<file path="src/rtl/imem_boot_ctrl.sv">
// -----------------------------------------------------------------------------
// imem_boot_ctrl
//
// Sequencer that owns the newPC / WE / W_Ins / RST inputs of the IF stage.
//
// In RUN it picks the next fetch address: an aligned branch target, the
// current PC when stalled, or the sequential PC+4. A start_load pulse
// switches it into a program-load sequence:
//   ASM     collect 4 bytes over rx_valid/rx_ready, packed MSB-first
//   ADDR    drive newPC with the target word address so IF latches it
//   WR      one-cycle WE with the assembled word at the latched PC
//   RESTART one-cycle CPU reset so fetch restarts at address 0
// A done pulse follows RESTART and the block returns to RUN.
//
// Ports
//   CLK, RST              clock, synchronous active-high reset
//   start_load, load_len  load request and word count (sampled in RUN)
//   rx_valid, rx_data,    byte stream, accepted on rx_valid && rx_ready
//   rx_ready
//   PC, nextPC            current PC and PC+4 from IF
//   stall, br_taken,      RUN-mode next-PC controls
//   br_target
//   newPC, WE, W_Ins      to IF
//   cpu_rst               to IF RST (RST or internal restart)
//   busy                  high outside RUN; downstream treats Ins as bubble
//   done                  one-cycle pulse at the end of a load
//   err                   sticky: misaligned branch or oversize load_len
// -----------------------------------------------------------------------------
module imem_boot_ctrl #(
    parameter int IMEM_WORDS = 1024,
    parameter int LEN_W      = 16
) (
    input  logic             CLK,
    input  logic             RST,
    input  logic             start_load,
    input  logic [LEN_W-1:0] load_len,
    input  logic             rx_valid,
    input  logic [7:0]       rx_data,
    output logic             rx_ready,
    input  logic [31:0]      PC,
    input  logic [31:0]      nextPC,
    input  logic             stall,
    input  logic             br_taken,
    input  logic [31:0]      br_target,
    output logic [31:0]      newPC,
    output logic             WE,
    output logic [31:0]      W_Ins,
    output logic             cpu_rst,
    output logic             busy,
    output logic             done,
    output logic             err
);

    // Word address width; the byte-address padding below assumes AW < 30.
    localparam int AW = (IMEM_WORDS > 1) ? $clog2(IMEM_WORDS) : 1;
    localparam int PAD = 30 - AW;
    localparam logic [31:0] MAX_LEN = 32'(IMEM_WORDS);

    typedef enum logic [2:0] {
        S_RUN,
        S_ASM,
        S_ADDR,
        S_WR,
        S_RESTART
    } state_t;

    state_t           state_q, state_d;
    logic [1:0]       byte_cnt_q;
    logic [AW-1:0]    waddr_q;
    logic [LEN_W-1:0] wcnt_q;
    logic [LEN_W-1:0] len_q;
    logic [31:0]      word_q;
    logic             err_q;
    logic             done_q;

    logic [31:0]      len_ext;
    logic             start_zero;
    logic             start_big;
    logic             start_go;
    logic             misalign;
    logic             rx_fire;
    logic             last_word;
    logic [31:0]      waddr_pc;
    logic [31:0]      newpc_c;

    assign len_ext    = {{(32-LEN_W){1'b0}}, load_len};
    assign start_zero = start_load && (load_len == '0);
    assign start_big  = start_load && (len_ext > MAX_LEN);
    assign start_go   = start_load && !start_zero && !start_big;
    assign misalign   = br_taken && (br_target[1:0] != 2'b00);

    assign rx_ready   = (state_q == S_ASM) && !RST;
    assign rx_fire    = rx_valid && rx_ready;
    assign last_word  = (wcnt_q == (len_q - LEN_W'(1)));
    assign waddr_pc   = {{PAD{1'b0}}, waddr_q, 2'b00};

    // Combinational outputs are forced to their reset values while RST is
    // high so IF sees a clean reset even before the state register clears.
    assign WE      = (state_q == S_WR) && !RST;
    assign busy    = (state_q != S_RUN) && !RST;
    assign cpu_rst = RST || (state_q == S_RESTART);
    assign W_Ins   = RST ? 32'h0 : word_q;
    assign newPC   = RST ? 32'h0 : newpc_c;
    assign done    = done_q;
    assign err     = err_q;

    always_ff @(posedge CLK) begin
        if (RST) begin
            state_q <= S_RUN;
        end else begin
            state_q <= state_d;
        end
    end

    always_comb begin
        state_d = state_q;
        newpc_c = PC;
        case (state_q)
            S_RUN: begin
                // Branch redirect outranks stall; low target bits are dropped.
                if (br_taken) begin
                    newpc_c = {br_target[31:2], 2'b00};
                end else if (stall) begin
                    newpc_c = PC;
                end else begin
                    newpc_c = nextPC;
                end
                if (start_go) begin
                    state_d = S_ASM;
                end
            end
            S_ASM: begin
                if (rx_fire && (byte_cnt_q == 2'd3)) begin
                    state_d = S_ADDR;
                end
            end
            S_ADDR: begin
                // IF latches this address on the edge that leaves ADDR.
                newpc_c = waddr_pc;
                state_d = S_WR;
            end
            S_WR: begin
                state_d = last_word ? S_RESTART : S_ASM;
            end
            S_RESTART: begin
                state_d = S_RUN;
            end
            default: begin
                state_d = S_RUN;
            end
        endcase
    end

    always_ff @(posedge CLK) begin
        if (RST) begin
            byte_cnt_q <= 2'd0;
            waddr_q    <= '0;
            wcnt_q     <= '0;
            len_q      <= '0;
            word_q     <= 32'h0;
            err_q      <= 1'b0;
            done_q     <= 1'b0;
        end else begin
            done_q <= 1'b0;
            case (state_q)
                S_RUN: begin
                    if (misalign) begin
                        err_q <= 1'b1;
                    end
                    // An accepted load request clears err, overriding any
                    // misaligned branch seen in the same cycle.
                    if (start_zero) begin
                        done_q <= 1'b1;
                    end else if (start_big) begin
                        err_q <= 1'b1;
                    end else if (start_go) begin
                        len_q      <= load_len;
                        err_q      <= 1'b0;
                        waddr_q    <= '0;
                        wcnt_q     <= '0;
                        byte_cnt_q <= 2'd0;
                    end
                end
                S_ASM: begin
                    if (rx_fire) begin
                        word_q     <= {word_q[23:0], rx_data};
                        byte_cnt_q <= byte_cnt_q + 2'd1;
                    end
                end
                S_WR: begin
                    wcnt_q     <= wcnt_q + LEN_W'(1);
                    byte_cnt_q <= 2'd0;
                    // Hold waddr on the final word so a full-depth load
                    // finishes at the last address instead of wrapping.
                    if (!last_word) begin
                        waddr_q <= waddr_q + AW'(1);
                    end
                end
                S_RESTART: begin
                    done_q <= 1'b1;
                end
                default: begin
                end
            endcase
        end
    end

endmodule
</file>
<file path="config.mk">
export PLATFORM = sky130hd
export DESIGN_NAME = imem_boot_ctrl
export DESIGN_NICKNAME = d
export VERILOG_FILES = /design/src/rtl/imem_boot_ctrl.sv
export SDC_FILE = /design/constraint.sdc
export NUM_CORES = 1
export LEC_CHECK = 0
export BUFFER_PORTS_ARGS = -buffer_cell sky130_fd_sc_hd__clkbuf_2
export CAP_MARGIN = 30
export CORE_UTILIZATION = 54
export DETAILED_ROUTE_END_ITERATION = 16
export PLACE_DENSITY_LB_ADDON = 0.05
export SLEW_MARGIN = 0
export SYNTH_ARGS = -nofsm -noshare
export SYNTH_HDL_FRONTEND = slang
export SYNTH_SLANG_ARGS = --single-unit
</file>
<file path="constraint.sdc">
create_clock -name CLK -period 3.7 [get_ports CLK]
set_input_delay 0.555 -clock CLK [delete_from_list [all_inputs] [get_ports CLK]]
set_output_delay 0.555 -clock CLK [all_outputs]
set_load 0.02 [all_outputs]
</file>
Yosys cells after proc, flatten, opt, wreduce, memory -nomap -nowiden
Cells that the tools add are included.
Widths: inputs -> output; s select.
- register bits: 81
- input bits: 126
- output and inout port bits: 70
- word-level logic and storage cells: 82
- $add $sub $neg: 4
- magnitude comparators: 1
- eq/ne operators: 12
- muxes and demuxes: 29
- bitwise gates (word level): 2
- reduce and logical (&&, ||, !) cells: 26
- operators by type and width (kind ; count):
    $mux 32 ; 4
    $pmux 32 s2 ; 1
    $mux 16 ; 3
    $mux 10 ; 4
    $pmux 16 s2 ; 1
    $pmux 10 s2 ; 1
    $add 16x1->16 const B ; 1
    $eq 16x16->1 ; 1
    $gt 16x11->1 const B ; 1
    $logic_not 16->1 ; 1
    $sub 16x1->16 const B ; 1
    $pmux 3 s4 ; 1
    $add 10x1->10 const B ; 1
    $logic_and 1x1->1 ; 10
    $ne 2x2->1 const B ; 5
    $reduce_and 5->1 ; 2
    $mux 3 ; 3
    $mux 2 ; 4
    $reduce_and 4->1 ; 2
    $eq 3x2->1 const B ; 2
    $pmux 2 s3 ; 1
    $reduce_bool 3->1 ; 2
    $mux 1 ; 5
    $reduce_and 2->1 ; 2
    other kinds (11) ; 15

Longest topological paths before layout
Gate-level depths: netlist of run 1.
- depth in word-level cells: 9
- depth in mapped cells: 11
- mapped depth without buffers: 9

Worst setup path after synthesis of run 1
OpenSTA, ideal clock, no wires.
- path type: input-to-output
- from: input stall
- to: output newPC[10]
- arrival: 2.105 ns
- data required time: 3.145 ns
- slack: 1.040 ns
- stages on the path: 8
- path buffers: 2
- path through: clkbuf_1 > clkbuf_1 > mux2i_1 > nor2_1 > a21oi_1 > o211ai_1 > o21ai_0 > nor2_1
- word-level cells in the longest chain between the ends: 4
- RTL lines (what ; RTL line ; source):
    start, declared ; 42 ; input logic stall,
    $mux 32 ; 123 ; end else if (stall) begin
    $mux 32 ; 121 ; if (br_taken) begin
    $pmux 32 s2 ; 118 ; case (state_q)
    $mux 32 ; 103 ; assign newPC = RST ? 32'h0 : newpc_c;
    end, declared ; 45 ; output logic [31:0] newPC,
No other way between the ends.

Worst setup path in the final report of run 1
- from: register len_q[0]
- to: register waddr_q[7]
- word-level cells in the longest chain between the ends: 4
- RTL lines (what ; RTL line ; source):
    start, declared ; 71 ; logic [LEN_W-1:0] len_q;
    start signal, assigned ; 177 ; len_q <= load_len;
    $sub 16x1->16 ; 94 ; assign last_word = (wcnt_q == (len_q - LEN_W'(1)));
    $eq 16x16->1 ; 94 ;
    $ne 2x2->1 (no source line) ; n/a ;
    $reduce_and 5->1 (no source line) ; n/a ;
    end signal, assigned ; 196 ; waddr_q <= waddr_q + AW'(1);
    end, declared ; 69 ; logic [AW-1:0] waddr_q;
No other way between the ends.
A chain may end at the register's enable or synchronous reset.

==> impl_results.md, run 1 <==
* Synth top area share at a little under a third
* Mapped cell area at 5280 um2
* CTS Root Buffer Type: clkbuf_8
* Number of global-route vias before repair at 4914
* Mux cell area share after synthesis at 14.4%
* Clock latency on the worst-skew pair at 0.36 ns
* Ports at 196
* Final setup fails at 0
* Register Area at 1620 um2
* Post-DRT Antenna Nets at 0
* Xor/xnor share of the synthesized area at 4.81%
* TritonRoute pass-1 iters at 5
* Post-Synth Adder-Cell Area at 0.949%
* ANT cells at 0
* GRT Total Usage at 28.8%
* Synthesized flop and latch total at 81
* DR iter-0 viols at ~330
* Crit end category: flop
* Asr flop ratio synth at 0%
* Port buffer count at 195
* Post-synth EDFFs at 0
* Total power draw at 0.00196 W
* Syn avg cell area at 7.95 um2
* Starting density of the core at 56.3%
* Filler cells at just under 800
* VDD IR-drop max at approximately 0.00027 V
* CTS Sinks at 81
* Share of layout cells above drive strength 1 at 32.0%
* Leak at 3.10 nW
* DRC at 0
* DR vias/cell at 5.70
* WHS at 0.408 ns
* Core box area at between 9000 and 10000 um2
* Layout area overhead at 24.2%
* Largest area contributor in the netlist: dfxtp_1
* Post-Syn Instances at 664
* Area of the multi-input gates at 3420 um2
* Max-slew headroom at 43.6%
* Final wirelength at 15.0 mm
* R2R depth at 9
* Clk buf depth at 2
* First-pass GRT wire length at 23.2 mm
* CTS tree: done
* Die Wd at 101 um
* Die Height at 101 um
* TNS Setup at 0 ns
* Postcts setup bufs at 0
* Post-CTS Resized at 0
* Tmin final at ~3.1 ns
* Total number of vias at ~5.5k
* Sequential area share after synthesis at 30.7%
* GPL Wtd Cong at 0.965
* Final period utilization at 84.6%
* Post-synthesis compound-gate area fraction at 17.2%
* FP Rows at 35
* H-tree depth at 3
* RSZ-0062 raised after global routing: no
* CP max FO at 11
* Crit path DAT at 3.43 ns
* Final hold violations at 0
* Antenna violations before repair at 0
* Slew Limit Fails at 0
* Clock-pin slew on the worst setup and hold paths at roughly 0.090 ns
* DP HPWL at 11.2 mm
* Hold depth at 2
* Main combinational cell family by area after synthesis: simple AND/OR/NAND/NOR gates
* Max Cap Viol at 0
* CTS Hold Buffers Added at 0
* Main synth FF type: dfxtp_1
* Clock skew at 0.00647 ns
* Largest cells by area after synthesis: dfxtp_1, mux2i_1, mux2_2, nor2_1, o21ai_0
* Slew @ Worst Pin at ~0.84 ns
* Total grt overflow at 0
* Synthesis Warnings at 0
* Die ar. at 10200 um2
* Status: complete, no violations
* Wire per inst at 15.6 um
* Largest net degree at the start of global routing at 66
* CTS Buf Count at 9
* Worst Path Required at 4.00 ns
* Fmax achieved at roughly 320 MHz
* WS Path Type: reg -> reg
* Post-Synth Simple-Gate Area at 27.2%
* Layout Nets at between 900 and 1k
* Power per cell area at 299 nW/um2
* Library cells used by synthesis at 61
* Setup crit start kind: flop
* Worst min path class: in -> reg
* Synthesized Nets at roughly 790
layout by cell type (no fill, tap or decap), drive strengths merged, types with 12 or more instances in the layout:
cell type  Yosys  final
nor2b         35     35
o211ai        12     12
clkbuf        39    203
nor4          15     15
dfxtp         81     81
a22oi         23     23
xor2          12     12
nor2          96     96
mux2          32     32
a21oi         28     28
nand3         14     14
o21ai         47     47
xnor2         17     17
mux2i         40     40
nand2         51     51
report_power, final:
| part | leakage [nW] | switching (W) | internal [W] |
|---|---|---|---|
| combinational | 2.33 | 0.000158 | 0.000125 |
| clock | 0.121 | 0.000347 | 0.000455 |
| sequential | 0.652 | 0.00000201 | 0.000872 |
final cells by class:
type                       count  area share (%)
timing repair buffer         205            16.5
inverter                       6           0.344
sequential                    81            24.7
tap                          129            2.46
clock inverter                 7            1.89
multi-input combinational    524            52.2
clock buffer                   9            1.89
path summary, 6_finish.rpt:
check / slack (ns) / start / endpoint
worst max register to register: 0.57 / len_q[0] / waddr_q[7]
worst min register to register: 0.47 / err / err
worst min-delay path: 0.41 / rx_data[5] / word_q[5]
worst max-delay path: 0.57 / len_q[0] / waddr_q[7]
synthesized netlist by cell type, types with 3 or more instances:
cell / number
nor2b_1: 35
o21ai_0: 45
a21o_1: 3
nand3_1: 14
nor4b_1: 4
and4_1: 3
a21oi_1: 28
nor3b_1: 3
buf_1: 6
nor3_1: 11
or2_2: 3
buf_2: 5
or3_1: 6
dfxtp_1: 81
mux2i_1: 40
inv_1: 6
clkbuf_1: 39
xor2_1: 12
nand4_1: 11
o211ai_1: 11
a22oi_1: 23
mux2_2: 32
nor2_1: 96
ha_1: 4
nand2_1: 51
a31oi_1: 5
and3_1: 7
or4_1: 3
and2_1: 7
nor4_1: 12
xnor2_1: 17
stage by stage:
stage / setup WS, ns / instances / utilization, % / cell area, um2
floorplan: 1.04 / 664 / - / 5280
finish: 0.571 / 961 / 69.9 / 6550
global route: 0.333 / 961 / 69.9 / 6550
global placement: 0.684 / 943 / 67.0 / 6270
CTS: 0.620 / 960 / 69.7 / 6530
detailed placement: 0.637 / 944 / 67.1 / 6290
metal layers:
layer | global-route usage [%] | wire length, um
met5 | 0 | 0
met4 | 13.5 | 451
met3 | 5.69 | 1090
met2 | 49.4 | 7150
met1 | 34.8 | 6270
worst max-delay path, cell delays in order (launching register included):
cell	delay (ns)
dfxtp_1	0.43
inv_1	0.12
ha_1	0.28
or4b_4	0.52
or3_1	0.38
nand3_1	0.11
o2111a_1	0.21
o2111ai_1	0.42
or3_1	0.50
nand3_1	0.09
cell families after synthesis:
group                      after synthesis
and+or+nand+nor                        278
DFF                                     81
adders and majority gates                4
xor gates and xnor gates                29
buffers and inverters                   59
AOI/OAI and AO/OA                      141
muxes                                   72
sequential cells by signal, summed over array words and instances, names as in the netlist:
signal	cells
wcnt_q	16
done	1
len_q	16
waddr_q	10
state_q	3
err	1
byte_cnt_q	2
word_q	32
No activity file was read; power rests on OpenSTA's default activity.
==> run 2, diff against run 1 <==
CORE_UTILIZATION = 45   (was 54)
clock period = 2.87 ns   (was 3.7 ns; I/O delays follow)
==> impl_results.md, run 2 (same netlist as run 1, synthesis figures left out) <==
* Status: complete, no violations
* Clock skew at 0.00684 ns (+0.000373 ns)
* Largest net degree at the start of global routing at 43 (-35%)
* Total power draw at 0.00268 W (+37%)
* Leak at 3.20 nW (+3.3%)
* Non-Filler Instances at 990 (+3.0%)
* Hold depth at 2 (unchanged)
* Crit Reg-Reg Endpoint: waddr_q[8]
* Fmax achieved at 373 MHz (+17%)
* Starting density of the core at 46.2% (-10 points)
* Die Wd at 110 um (+9.4%)
* Max FFs per register at 32 (unchanged)
* CTS Sinks at 81 (unchanged)
* Post-DRT Antenna Nets at 0 (unchanged)
* CTS Hold Buffers Added at 0 (unchanged)
* Register Area at 1620 um2 (unchanged)
* Clock latency on the worst-skew pair at 0.34 ns (-0.02 ns)
* Clock-pin slew on the worst setup and hold paths at 0.07 ns (-0.02 ns)
* Final wirelength at 15.2 mm (+1.3%)
* Final setup fails at 0 (unchanged)
* RSZ-0062 raised after global routing: no
* Die Height at 110 um (+9.4%)
* Reg2Reg Launch Point: len_q[2]
* Min-Delay Endpoint: word_q[1]
* Core box area at 11400 um2 (+22%)
* Most common cell after layout, fill and taps aside: clkbuf_2
* DR iter-0 viols at 361 (+8.4%)
* TNS Setup at 0 ns (unchanged)
* Cell total after placement at 974 (+3.2%)
* Design Area, Final at 6750 um2 (+2.9%)
* Share of layout cells above drive strength 1 at 33.4% (+1.4 points)
* CTS tree: done
* Ports at 196 (unchanged)
* Worst slack, placed at 0.113 ns (-0.524 ns)
* Max Cap Viol at 0 (unchanged)
* GRT Total Usage at 23.9% (-4.9 points)
* Tmin final at 2.68 ns (-0.447 ns)
* Crit path launch: len_q[2]
* Layout area overhead at 27.9%
* ANT cells at 0 (unchanged)
* Most frequent cells in the layout: clkbuf_2, nor2_1, dfxtp_1, nand2_1, o21ai_0
* CTS Buf Count at 9 (unchanged)
* Largest Register: word_q
* Antenna violations before repair at 0 (unchanged)
* Peak per-stage delay on the critical path at 0.51 ns (about the same)
* TritonRoute pass-1 iters at 5 (unchanged)
* Wire per inst at 15.3 um (-1.6%)
* Clk buf depth at 2 (unchanged)
* Setup crit start kind: flop
* Crit end category: flop
* Crit path DAT at 2.95 ns (-0.48 ns)
* Slew @ Worst Pin at 0.520 ns (-0.324 ns)
* Final period utilization at 93.4% (+8.9 points)
* VDD IR-drop max at 0.000384 V (+41%)
* CTS Root Buffer Type: clkbuf_16
* Power per cell area at 397 nW/um2 (+33%)
* Worst min path class: in -> reg
* Number of global-route vias before repair at 4806 (-2.2%)
* R2R depth at 8 (-1)
* Die ar. at 12200 um2 (+20%)
* Crit-path cells: buf_4 > nor3_1 > a21oi_1 > a211o_1 > a31o_1 > o2111a_2 > or4_1 > a21oi_1
* CP max FO at 9 (-2)
* Slowest CP cell: or4_1
* Worst Path Required at 3.14 ns (-0.86 ns)
* DRC at 0 (unchanged)
* FP Rows at 39 (+11%)
* Total grt overflow at 0 (unchanged)
* WS Path Type: reg -> reg
* Final hold violations at 0 (unchanged)
* DR vias/cell at 5.55 (-2.6%)
* R2R Setup Slk at 0.19 ns (-0.38 ns)
* Post-route worst setup slack at 0.188 ns (-0.383 ns)
* Area of the multi-input gates at 3430 um2 (+0.33%)
* Max-slew headroom at 65.0% (+21 points)
* H-tree depth at 3 (unchanged)
* Total number of vias at 5491 (+0.31%)
* Placed cell area at 6420 um2 (+2.2%)
* HP Start: rx_data[1]
* Most used cell, CP: a21oi_1
* Top flop regs: word_q x32, len_q x16, wcnt_q x16
* Port buffer count at 195 (unchanged)
* Layout Nets at 972 (+1.6%)
* DP HPWL at 11.6 mm (+3.4%)
* Filler cells at 1098 (+39%)
* Slew Limit Fails at 0 (unchanged)
* First-pass GRT wire length at 22.7 mm (-2.0%)
* GPL Wtd Cong at 0.942 (-2.4%)
-- run 2: changes by cell type in the layout (fill, tap and decap cells not counted), sizes merged --
cell and change:
buf +15, bufinv -2, clkinv +1, inv +1
-- run 2: area by class of cell --
cell class	count	share of cell area, %
tap	143	2.65
sequential	81	24.0
multi-input combinational	524	50.9
clock inverter	7	1.28
clock buffer	9	3.34
inverter	6	0.334
timing repair buffer	220	17.5
-- run 2: worst max-delay path by stage --
stage	to	slack, ns	cells past startpoint
after CTS	waddr_q[6]	0.08	10
final	waddr_q[8]	0.19	8
after detailed placement	waddr_q[7]	0.11	9
after global routing	waddr_q[2]	0.001	10
after floorplan	waddr_q[5]	0.36	11
after global placement	waddr_q[2]	0.22	10
-- run 2: critical path: cells and delay by family, from the launching register on --
family | cells | cell delay (ns)
buffers and inverters | 1 | 0.18
AND/OR/NAND/NOR | 2 | 0.92
AO/OA/AOI/OAI | 5 | 1.12
flip-flops | 1 | 0.39
-- run 2: routing by layer --
| metal | part of all wire [%] | up-vias | track usage, % |
|---|---|---|---|
| li1 | - | 2733 | - |
| met1 | 45 | 2537 | 30.0 |
| met2 | 47 | 199 | 41.3 |
| met3 | 6.8 | 22 | 4.53 |
| met4 | 1.7 | 0 | 7.33 |
| met5 | 0 | - | 0 |
-- run 2: power breakdown --
| part | internal (W) | total (W) | switching (W) |
|---|---|---|---|
| clock network | 0.000693 | 0.00119 | 0.000493 |
| registers | 0.00113 | 0.00113 | 0.00000228 |
| logic | 0.000163 | 0.000367 | 0.000204 |
-- run 2: metrics by stage --
step / hold slack, ns / utilization [%]
after detailed placement: 0.461 / 56.3
after CTS: 0.306 / 59.0
final: 0.312 / 59.1
after global placement: 0.448 / 56.2
after global routing: 0.301 / 59.1
after floorplan: 0.450 / -
-- run 2: what timing repair did --
item	4_1_cts	5_1_grt
hold endpoints to repair	0	0
setup buffers	0	0
resized for setup	0	2
setup endpoints to repair	0	5
